## src/rtl/aes128_type_pkg.sv

```systemverilog
// Shared AES-128 datapath types and constants for the round pipeline stages.
package aes128_type_pkg;

  localparam int AES_BYTES = 16;
  localparam logic [15:0] AES_MASK_FULL = '1;

  typedef enum logic [1:0] {
    IDLE,
    COLLECT,
    FINISH
  } ark_state_t;

  // GF(2^8) addition of a key byte, or pass the data byte through untouched.
  function automatic logic [7:0] ark_byte(input logic [7:0] data,
                                          input logic [7:0] key,
                                          input logic       en);
    return data ^ (en ? key : 8'h00);
  endfunction

endpackage

```

## src/rtl/aes128_add_round_key.sv

```systemverilog
// Byte-serial AddRoundKey and AES state writeback, with single-cycle block load
// and arrival tracking that flags missing or duplicate bytes per round.
module aes128_add_round_key
  import aes128_type_pkg::*;
#(
  parameter int NUM_BYTES = AES_BYTES
) (
  input  logic                       clk_i,
  input  logic                       rst_n_i,
  input  logic                       start_i,
  input  logic [NUM_BYTES*8-1:0]     key_i,
  input  logic                       xor_en_i,
  input  logic [7:0]                 data_i,
  input  logic [$clog2(NUM_BYTES)-1:0] addr_i,
  input  logic                       valid_i,
  input  logic                       src_done_i,
  input  logic                       load_i,
  input  logic [NUM_BYTES*8-1:0]     block_i,
  output logic [NUM_BYTES*8-1:0]     state_o,
  output logic                       busy_o,
  output logic                       done_o,
  output logic                       error_o
);

  localparam int AW = $clog2(NUM_BYTES);

  ark_state_t               fsm_reg;
  logic [NUM_BYTES*8-1:0]   state_reg;
  logic [NUM_BYTES-1:0]     mask_reg;
  logic                     dup_reg;
  logic                     done_reg;
  logic                     error_reg;

  logic                     collect_wr;
  logic [NUM_BYTES-1:0]     lane_we;
  logic [NUM_BYTES*8-1:0]   lane_byte;
  logic [NUM_BYTES*8-1:0]   load_word;
  logic [NUM_BYTES-1:0]     mask_next;
  logic                     dup_next;

  assign collect_wr = valid_i && (fsm_reg == COLLECT);

  generate
    for (genvar gi = 0; gi < NUM_BYTES; gi++) begin : g_lane
      assign lane_we[gi]           = collect_wr && (addr_i == AW'(gi));
      assign lane_byte[gi*8 +: 8]  = ark_byte(data_i, key_i[gi*8 +: 8], xor_en_i);
      assign load_word[gi*8 +: 8]  = ark_byte(block_i[gi*8 +: 8], key_i[gi*8 +: 8], xor_en_i);
    end
  endgenerate

  // Include a byte arriving alongside src_done_i before judging the round.
  assign mask_next = mask_reg | lane_we;
  assign dup_next  = dup_reg | (|(mask_reg & lane_we));

  always_ff @(posedge clk_i) begin
    if (!rst_n_i) begin
      fsm_reg   <= IDLE;
      state_reg <= '0;
      mask_reg  <= '0;
      dup_reg   <= 1'b0;
      done_reg  <= 1'b0;
      error_reg <= 1'b0;
    end else begin
      done_reg <= 1'b0;
      case (fsm_reg)
        IDLE: begin
          if (start_i) begin
            mask_reg  <= '0;
            dup_reg   <= 1'b0;
            error_reg <= 1'b0;
            fsm_reg   <= COLLECT;
          end else if (load_i) begin
            state_reg <= load_word;
            error_reg <= 1'b0;
            done_reg  <= 1'b1;
          end
        end
        COLLECT: begin
          for (int i = 0; i < NUM_BYTES; i++) begin
            if (lane_we[i]) state_reg[i*8 +: 8] <= lane_byte[i*8 +: 8];
          end
          if (start_i) begin
            mask_reg <= '0;
            dup_reg  <= 1'b0;
          end else begin
            mask_reg <= mask_next;
            dup_reg  <= dup_next;
            if (src_done_i) begin
              fsm_reg   <= FINISH;
              done_reg  <= 1'b1;
              error_reg <= dup_next | ~(&mask_next);
            end
          end
        end
        FINISH:  fsm_reg <= IDLE;
        default: fsm_reg <= IDLE;
      endcase
    end
  end

  assign state_o = state_reg;
  assign busy_o  = (fsm_reg == COLLECT);
  assign done_o  = done_reg;
  assign error_o = error_reg;

endmodule

```

## config.mk

```make
export PLATFORM = sky130hd
export DESIGN_NAME = aes128_add_round_key
export DESIGN_NICKNAME = d
export VERILOG_FILES = /design/src/rtl/aes128_type_pkg.sv /design/src/rtl/aes128_add_round_key.sv
export SDC_FILE = /design/constraint.sdc
export NUM_CORES = 1
export LEC_CHECK = 0
export ABC_AREA = 1
export BUFFER_PORTS_ARGS = -buffer_cell sky130_fd_sc_hd__buf_2
export CORE_AREA = 3 3 155 157
export CTS_CLUSTER_DIAMETER = 40
export DETAILED_ROUTE_END_ITERATION = 7
export DIE_AREA = 0 0 158 160
export GPL_TIMING_DRIVEN = 0
export PLACE_DENSITY = 0.68
export SLEW_MARGIN = 15
export SYNTH_ARGS = -nofsm -noshare
export SYNTH_HDL_FRONTEND = slang
export SYNTH_SLANG_ARGS = --single-unit
```

## constraint.sdc

```tcl
create_clock -name clk_i -period 4.45 [get_ports clk_i]
set_clock_uncertainty 0.15 [all_clocks]
set_input_delay 0.89 -clock clk_i [delete_from_list [all_inputs] [get_ports clk_i]]
set_output_delay 0.89 -clock clk_i [all_outputs]
set_load 0.005 [all_outputs]
```

After elaboration in Yosys (flattened, before gate mapping)
Cells that the tools add are included.
{ "totals": {"input_bits": 275, "out_inout_bits": 131, "ff_bits": 149, "wordCells": 192} }
{ "op_classes": {"n_reduce_logical": 41, "n_eq_ne": 38, "n_mux": 55, "bitwise_logic": 37} }
{ "op_table": {"columns": ["cell", "n"], "rows": [
  ["$mux 128", 2],
  ["$mux 8", 32],
  ["$pmux 128 s2", 1],
  ["$xor 8x8->8", 32],
  ["$reduce_and 4->1", 17],
  ["$eq 4x4->1 const B", 8],
  ["$mux 16", 2],
  ["$ne 2x1->1 const B", 16],
  ["$pmux 16 s2", 1],
  ["$logic_and 1x1->1", 17],
  ["$and 16x16->16", 1],
  ["$eq 4x3->1 const B", 4],
  ["$or 16x16->16", 1],
  ["$reduce_and 16->1", 1],
  ["$reduce_or 16->1", 1],
  ["$mux 1", 10],
  ["$ne 2x2->1 const B", 5],
  ["$eq 4x2->1 const B", 2],
  ["$mux 2", 3],
  ["$pmux 1 s2", 3],
  ["$eq 4x1->1 const B", 1],
  ["$logic_not 4->1", 1],
  ["$pmux 2 s2", 1],
  ["$ne 3x3->1 const B", 1],
  ["7 further kinds", 8]
]} }

Logic depth before layout (Yosys ltp)
Gate-level depths: netlist of the first run.
{ "logic_depth": {"ltp_word": 10, "mapped_depth": 13, "ltp_nobuf": 12} }

Least setup slack after synthesis of the first run
OpenSTA, ideal clock, no wires.
{ "synth_timing": {"kind": "input to register", "start": "input port start_i", "end": "register state_reg[15], in the netlist state_o[15]", "path_slack_ns": 2.188, "t_arrival_ns": 1.966, "path_stages": 7, "setup_time_ns": 0.146, "path_buffers": 2, "t_required_ns": 4.154, "path_cell_list": "inv_1 -> a31oi_4 -> buf_6 -> a21oi_4 -> buf_6 -> nor2_1 -> a211oi_2"} }
{ "synth_between": {"elab_chain_len": 2} }
{ "synth_rtl": {"columns": ["item", "line", "rtl"], "rows": [
  ["start: declaration", "aes128_add_round_key.sv:10", "input logic start_i,"],
  ["$ne 2x2->1 (no source line)", null, null],
  ["$reduce_and 4->1 (no source line)", null, null],
  ["end signal: assignment", "aes128_add_round_key.sv:73", "state_reg <= load_word;"],
  ["end signal: indexed assignment", "aes128_add_round_key.sv:80", "if (lane_we[i]) state_reg[i*8 +: 8] <= lane_byte[i*8 +: 8];"],
  ["end: declaration", "aes128_add_round_key.sv:28", "logic [NUM_BYTES*8-1:0] state_reg;"]
]} }
No other way between the ends.
A chain may end at the register's enable or synchronous reset.

Worst setup path after layout of the first run
{ "layout_timing": {"start": "register fsm_reg[0]", "end": "output port busy_o"} }
{ "layout_between": {"elab_chain_len": 1} }
{ "layout_rtl": {"columns": ["item", "line", "rtl"], "rows": [
  ["start: declaration", "aes128_add_round_key.sv:27", "ark_state_t fsm_reg;"],
  ["start signal: assignment", "aes128_add_round_key.sv:57", "fsm_reg <= IDLE;"],
  ["start signal: assignment", "aes128_add_round_key.sv:71", "fsm_reg <= COLLECT;"],
  ["start signal: assignment", "aes128_add_round_key.sv:89", "fsm_reg <= FINISH;"],
  ["$eq 2x1->1", "aes128_add_round_key.sv:102", "assign busy_o = (fsm_reg == COLLECT);"],
  ["end: declaration", "aes128_add_round_key.sv:20", "output logic busy_o,"]
]} }
No other way between the ends.

==> results of run 1 <==
-- metal layers --
metal | share of wire (%) | global-route usage (%) | up-vias
met1 | 41 | 32.6 | 4335
met5 | 0.096 | 0 | -
met2 | 48 | 46.6 | 405
li1 | - | - | 4744
met4 | 3.4 | 9.62 | 4
met3 | 7.3 | 6.07 | 64
-- power by group through the flow --
stage / Clock (mW) / Sequential (mW) / Combinational [mW]
after floorplan: 0 / 1.59 / 0.695
after global placement: 0 / 1.57 / 1.19
after detailed placement: 0 / 1.58 / 1.20
after CTS: 1.54 / 1.55 / 1.21
after global routing: 1.60 / 1.57 / 1.31
final: 1.52 / 1.55 / 1.20
-- synth_stat cells --
library cell    n  area (sq um)
nor2_2          1          6.26
buf_6          11           124
dfxtp_1       149          2980
a211oi_2       81          1010
clkbuf_1       46           173
a21oi_2         1          8.76
nor2_1        156           586
a211oi_1       39           293
inv_2           2          7.51
buf_4           7          52.6
nand2_1       471          1770
xor2_1        128          1120
buf_2          10          50.1
a21oi_1        21           105
nand3_2         1          10.0
a21oi_4        14           228
inv_1          29           109
a22oi_1         8          60.1
a31oi_4         1          21.3
nand2_2         4          25.0
clkinv_1        2          7.51
o21ai_0         9          45.0
o311ai_0        1          8.76
nand3_1        19          95.1
-- critical path, stage by stage (launching register included) --
cell	delay [ns]
dfxtp_1	0.68
nand2_2	0.15
inv_2	0.15
buf_4	0.31
buf_2	0.19
-- final cells by class --
class | instances | area (sq um)
Antenna cell | 1 | 2.50
Buffer | 74 | 399
Clock buffer | 19 | 443
Clock inverter | 13 | 171
Fill cell | 2262 | 10700
Inverter | 33 | 124
Multi-Input combinational cell | 955 | 5390
Sequential cell | 149 | 2980
Tap cell | 285 | 357
Timing Repair Buffer | 404 | 2020
-- worst paths after layout --
| path | cells after the start | endpoint | slack, ns |
|---|---|---|---|
| worst max-delay path | 4 | busy_o | 1.50 |
| worst max register to register | 7 | state_o[57] | 1.59 |
| worst min register to register | 2 | dup_reg | 0.33 |
| worst min-delay path | 2 | dup_reg | 0.33 |
-- cells by family after synthesis --
group | count (synthesis)
AND/OR/NAND/NOR | 652
AO/OA/AOI/OAI | 175
flip-flops | 149
XOR/XNOR | 128
buffers and inverters | 107
==> impl_metrics.csv, run 1 <==
group,metric,value,unit
outcome,outcome,"completed",
routing,drt_wl_total,35.5,mm
global_routing,grt_pass1_vias,9219,
sta,rsz0062_at_grt,"false",
clocking,post_cts_buffers,0,
run,maxCapViolCount,0,
logic_synthesis,synthAdderAreaFrac,0,%
routing,drtIter0Drc,514,
routing,vias,9552,
logic_synthesis,synth_area,8900,sq um
power_and_ir_drop,p_clk_share,35.5,%
clocking,cts.clk_slew.worst_paths,0.06,ns
floorplanning,start_util,39.3,%
worst_setup_path,endpoint_kind,"output pin",
logic_synthesis,yosysSeqAreaShare,33.5,%
routing,drt-pass1-iter-count,5,
sta,timing.fmax,339,MHz
worst_setup_path,path_class,"reg2out",
sta,maxSlewHeadroom,22.0,%
logic_synthesis,synthMuxAreaShare,0,%
sta,setup_viol,0,
placed_design,io_buffers,404,
global_routing,grt_max_degree,17,
worst_setup_path,worstPathArrival,1.91,ns
cells_and_area,final_common_cell,"nand2_1",
power_and_ir_drop,p_sw,1.41,mW
placed_design,place_congestion,0.951,
clocking,ctsHoldBuffers,0,
cells_and_area,syn_to_final_growth,33.7,%
power_and_ir_drop,power,4.27,mW
logic_synthesis,synth_compound_area_share,20.0,%
logic_synthesis,synth-simple-area-share,28.0,%
floorplanning,die-area,25300,sq um
global_routing,grt_usage,26.9,%
floorplanning,design.core.area,22600,sq um
logic_synthesis,synth_cells,1211,
placed_design,dp_cells,1900,
routing,drtAntennaViolNets,0,
worst_setup_path,crit_start,"fsm_reg[0]",
cells_and_area,final_cells,1933,
clocking,clk_latency,0.41,ns
worst_setup_path,cp-start-kind,"register",
sta,min_period,2.95,ns
placed_design,hpwl,27.6,mm
logic_synthesis,synth_top_family_by_area,"simple AND/OR/NAND/NOR gates",
floorplanning,die_w,158,um
floorplanning,die_h,160,um
sta,period_share,66.2,%
routing,vias_per_cell,4.94,
global_routing,antenna_found_initial,3,
logic_synthesis,yosysWarnings,0,
logic_synthesis,ys_ff_latch,149,
sta,hold_violations,0,
floorplanning,io_pins,406,
sta,holdWs,0.330,ns
placed_design,placed_cell_area,11300,sq um
cells_and_area,nets,1909,
routing,routedWlPerCell,18.4,um
clocking,root_buffer,"clkbuf_16",
clocking,cts_buffer_depth,2,
sta,slew_violations,0,
worst_setup_path,r2r_start,"fsm_reg[0]",
sta,worst_pin_slew,1.17,ns
logic_synthesis,synth_cell_types,24,
cells_and_area,layout-drive-gt1-share,34.5,%
cells_and_area,final_cell_area,11900,sq um
logic_synthesis,syn_nets,1486,
clocking,numCtsBuffers,17,
clocking,htreeDepth,4,
routing,drc_errors,0,
power_and_ir_drop,p_leak,5.98,nW
power_and_ir_drop,p_int,2.86,mW
clocking,clock_sinks,149,
power_and_ir_drop,pwr-share-comb,28.2,%
worst_setup_path,required,3.41,ns
logic_synthesis,synth.avg_cell_area,7.35,sq um
global_routing,gr-total-overflow,0,
worst_setup_path,worstPathMaxFanout,10,
cells_and_area,finalCoreUtilization,52.5,%
sta,finalSetupTns,0,ns
cells_and_area,largest_reg_flops,128,
min_path,hold_path.class,"reg2reg",
min_path,min_from,"dup_reg",
floorplanning,rows,55,
power_and_ir_drop,max-vdd-ir-drop,184,uV
sta,setup_ws,1.50,ns
power_and_ir_drop,pwr-share-seq,36.3,%
placed_design,place_ws,1.39,ns
power_and_ir_drop,powerDensity,359,nW/um^2
clocking,cts_resized,0,
clocking,cts_tree,"done",
power_and_ir_drop,p_sw_share,33.1,%
global_routing,grt_pass1_wl,51.7,mm
cells_and_area,final_cell_mix,"471 x nand2_1, 414 x buf_2, 156 x nor2_1, 149 x dfxtp_1, 128 x xor2_1",
logic_synthesis,synth_xor_area_share,12.6,%
Note: power is estimated with default switching activity, not from simulation.
==> run 2: changes to the inputs <==
--- a/config.mk
+++ b/config.mk
@@ -5,14 +5,14 @@
 export SDC_FILE = /design/constraint.sdc
 export NUM_CORES = 1
 export LEC_CHECK = 0
-export ABC_AREA = 1
+export ABC_AREA = 0
 export BUFFER_PORTS_ARGS = -buffer_cell sky130_fd_sc_hd__buf_2
-export CORE_AREA = 3 3 155 157
+export CORE_AREA = 3 3 157 159
 export CTS_CLUSTER_DIAMETER = 40
 export DETAILED_ROUTE_END_ITERATION = 7
-export DIE_AREA = 0 0 158 160
+export DIE_AREA = 0 0 160 162
 export GPL_TIMING_DRIVEN = 0
-export PLACE_DENSITY = 0.68
+export PLACE_DENSITY = 0.66
 export SLEW_MARGIN = 15
 export SYNTH_ARGS = -nofsm -noshare
 export SYNTH_HDL_FRONTEND = slang
==> constraint.sdc (replaced) <==
create_clock -name clk_i -period 3.08 [get_ports clk_i]
set_clock_uncertainty 0.15 [all_clocks]
set_input_delay 0.616 -clock clk_i [delete_from_list [all_inputs] [get_ports clk_i]]
set_output_delay 0.616 -clock clk_i [all_outputs]
set_load 0.005 [all_outputs]
==> impl_metrics.csv, run 2 <==
group,metric,value,unit
outcome,outcome,"finished with violations",
outcome,violations,"setup timing",
power_and_ir_drop,max-vdd-ir-drop,306,uV
min_path,hold_depth,2,
floorplanning,die-area,25900,sq um
routing,drtIter0Drc,820,
clocking,cts_buffer_depth,2,
worst_setup_path,cpPeakStageDelay,0.84,ns
sta,worst_pin_slew,1.06,ns
routing,routedWlPerCell,20.8,um
cells_and_area,diodes,0,
sta,setup_viol,1,
worst_setup_path,path_buf_inv,3,
logic_synthesis,synthTopCellsByCount,"172 x nand2_1, 164 x a21oi_1, 149 x dfxtp_1, 128 x xor2_1, 119 x nor2_1",
worst_setup_path,endpoint_kind,"register",
worst_setup_path,cp-start-kind,"register",
floorplanning,io_pins,406,
logic_synthesis,syn_nets,1349,
clocking,numCtsBuffers,17,
clocking,clk_latency,0.42,ns
logic_synthesis,yosysTopAreaCellShare,34.5,%
floorplanning,rows,56,
sta,period_share,100,%
worst_setup_path,cp_slowest_cell,"clkbuf_1",
clocking,post_cts_buffers,0,
clocking,clock_sinks,149,
logic_synthesis,synth-main-ff-cell,"dfxtp_1",
worst_setup_path,timing.rr.end,"state_o[107]",
power_and_ir_drop,power,5.65,mW
placed_design,placed_cell_area,11100,sq um
sta,maxSlewHeadroom,29.2,%
logic_synthesis,yosysSeqAreaShare,34.5,%
logic_synthesis,synth_area,8650,sq um
cells_and_area,final_cell_mix,"420 x buf_2, 172 x nand2_1, 164 x a21oi_1, 149 x dfxtp_1, 128 x xor2_1",
worst_setup_path,path_class,"reg2reg",
cells_and_area,fill_cells,2416,
routing,drt-pass1-iter-count,6,
logic_synthesis,synth_area_leaders,"dfxtp_1 34%, xor2_1 13%, mux2i_1 10%",
sta,timing.fmax,324,MHz
global_routing,grt_max_degree,17,
routing,vias,9506,
floorplanning,start_util,37.0,%
worst_setup_path,crit_path_cell_trace,"buf_6, and3b_2, clkbuf_1, clkbuf_1, a21oi_1, xor2_1, mux2i_1, nor2_1",
clocking,cts_resized,0,
global_routing,antenna_found_initial,1,
cells_and_area,seq_area,2980,sq um
worst_setup_path,r2r_start,"fsm_reg[0]",
routing,vias_per_cell,5.21,
cells_and_area,final_common_cell,"buf_2",
logic_synthesis,yosysTopAreaCell,"dfxtp_1",
worst_setup_path,required,3.23,ns
clocking,cts.clk_slew.worst_paths,0.07,ns
sta,min_period,3.09,ns
routing,drc_errors,0,
placed_design,hpwl,29.5,mm
clocking,root_buffer,"clkbuf_16",
worst_setup_path,cpLargestDelayFamily,"buffers and inverters",
cells_and_area,layout-drive-gt1-share,34.2,%
floorplanning,die_w,160,um
logic_synthesis,ys_ff_latch,149,
cells_and_area,syn_to_final_growth,34.5,%
worst_setup_path,r2r_slack,-0.006,ns
floorplanning,die_h,162,um
sta,slew_violations,0,
cells_and_area,largest_reg_flops,128,
clocking,htreeDepth,4,
placed_design,place_congestion,0.965,
worst_setup_path,worstPathArrival,3.24,ns
cells_and_area,nets,1770,
worst_setup_path,reg2reg_depth,8,
placed_design,place_ws,0.0244,ns
cells_and_area,final_cell_area,11600,sq um
logic_synthesis,synth.avg_cell_area,8.05,sq um
sta,holdWs,0.322,ns
global_routing,grt_pass1_vias,9056,
routing,drtAntennaViolNets,0,
logic_synthesis,synth-edff-count,0,
min_path,min_from,"state_o[67]",
routing,drt_wl_total,38.0,mm
global_routing,gr-total-overflow,0,
logic_synthesis,synth_cells,1074,
sta,rsz0062_at_grt,"false",
power_and_ir_drop,powerDensity,485,nW/um^2
worst_setup_path,worstPathMaxFanout,10,
logic_synthesis,yosysMostFrequentCell,"nand2_1",
power_and_ir_drop,p_leak,5.61,nW
worst_setup_path,crit_top_cell,"clkbuf_1",
cells_and_area,multi_input_area,5140,sq um
sta,hold_violations,0,
logic_synthesis,yosysWarnings,0,
logic_synthesis,async_flop_share,0,%
logic_synthesis,synth_cell_types,56,
min_path,hold_path.class,"reg2reg",
run,maxCapViolCount,0,
clocking,ctsHoldBuffers,0,
clocking,cts_tree,"done",
global_routing,grt_pass1_wl,54.6,mm
floorplanning,design.core.area,23400,sq um
sta,setup_ws,-0.00552,ns
min_path,whs_endpoint,"state_o[67]",
global_routing,grt_usage,27.6,%
placed_design,io_buffers,402,
run 2: cell types whose count changed after synthesis, sizes merged, moves of 15 or more:
cell    previous run  this run
nor2             157       120
clkbuf            46        61
nand2            475       172
nand3             20         4
mux2i              0        89
inv               31         6
a211oi           120         1
o21ai              9        49
a21oi             36       171
run 2: cell type report:
class	instances	share of cell area, %
flip-flops and latches	149	25.6
well taps	319	3.43
multi-input cells	833	44.2
clock inverters	14	1.23
inverters	6	0.194
plain buffers	86	4.31
clock buffers	17	3.66
repair buffers	402	17.3
run 2: stage by stage:
step / setup TNS [ns] / instances / utilization, %
final: -0.00552 / 1826 / 49.7
after detailed placement: 0 / 1795 / 47.3
after global placement: 0 / 1795 / 47.3
after CTS: 0 / 1826 / 49.7
after global routing: 0 / 1826 / 49.7
after floorplan: 0 / 1074 / -
run 2: worst max path at each step:
stage                           from           end  slack, ns  cells past startpoint
final                     fsm_reg[0]  state_o[107]     -0.006                      8
after global routing      fsm_reg[0]  state_o[107]       0.09                      8
after CTS                 fsm_reg[1]   state_o[88]       0.03                      8
after detailed placement   data_i[5]   state_o[53]       0.02                      8
after global placement     data_i[0]   state_o[88]       0.03                      8
after floorplan            addr_i[0]       dup_reg       0.96                      7
run 2: metal layers:
metal | part of all wire, % | GRT usage [%]
met5 | 0.034 | 0
met4 | 3.7 | 11.0
met3 | 7.4 | 5.18
met2 | 49 | 49.1
met1 | 40 | 33.0
run 2: where the power goes:
part           internal, mW  leakage, nW  switching [mW]
registers              2.08         1.22          0.0810
logic                 0.602         4.13           0.824
clock network          1.13        0.263           0.929
total                  3.81         5.61            1.83
run 2: tightest hold or removal path: stages (launching register included):
cell and delay, ns:
dfxtp_1 0.31, o21ai_0 0.06, a21oi_1 0.06
run 2: kinds of logic after synthesis:
group	share of synthesized area, %
AOI/OAI and AO/OA	18.1
xor gates and xnor gates	13.0
buffers and inverters	6.03
DFF	34.5
muxes	11.1
and+or+nand+nor	17.3
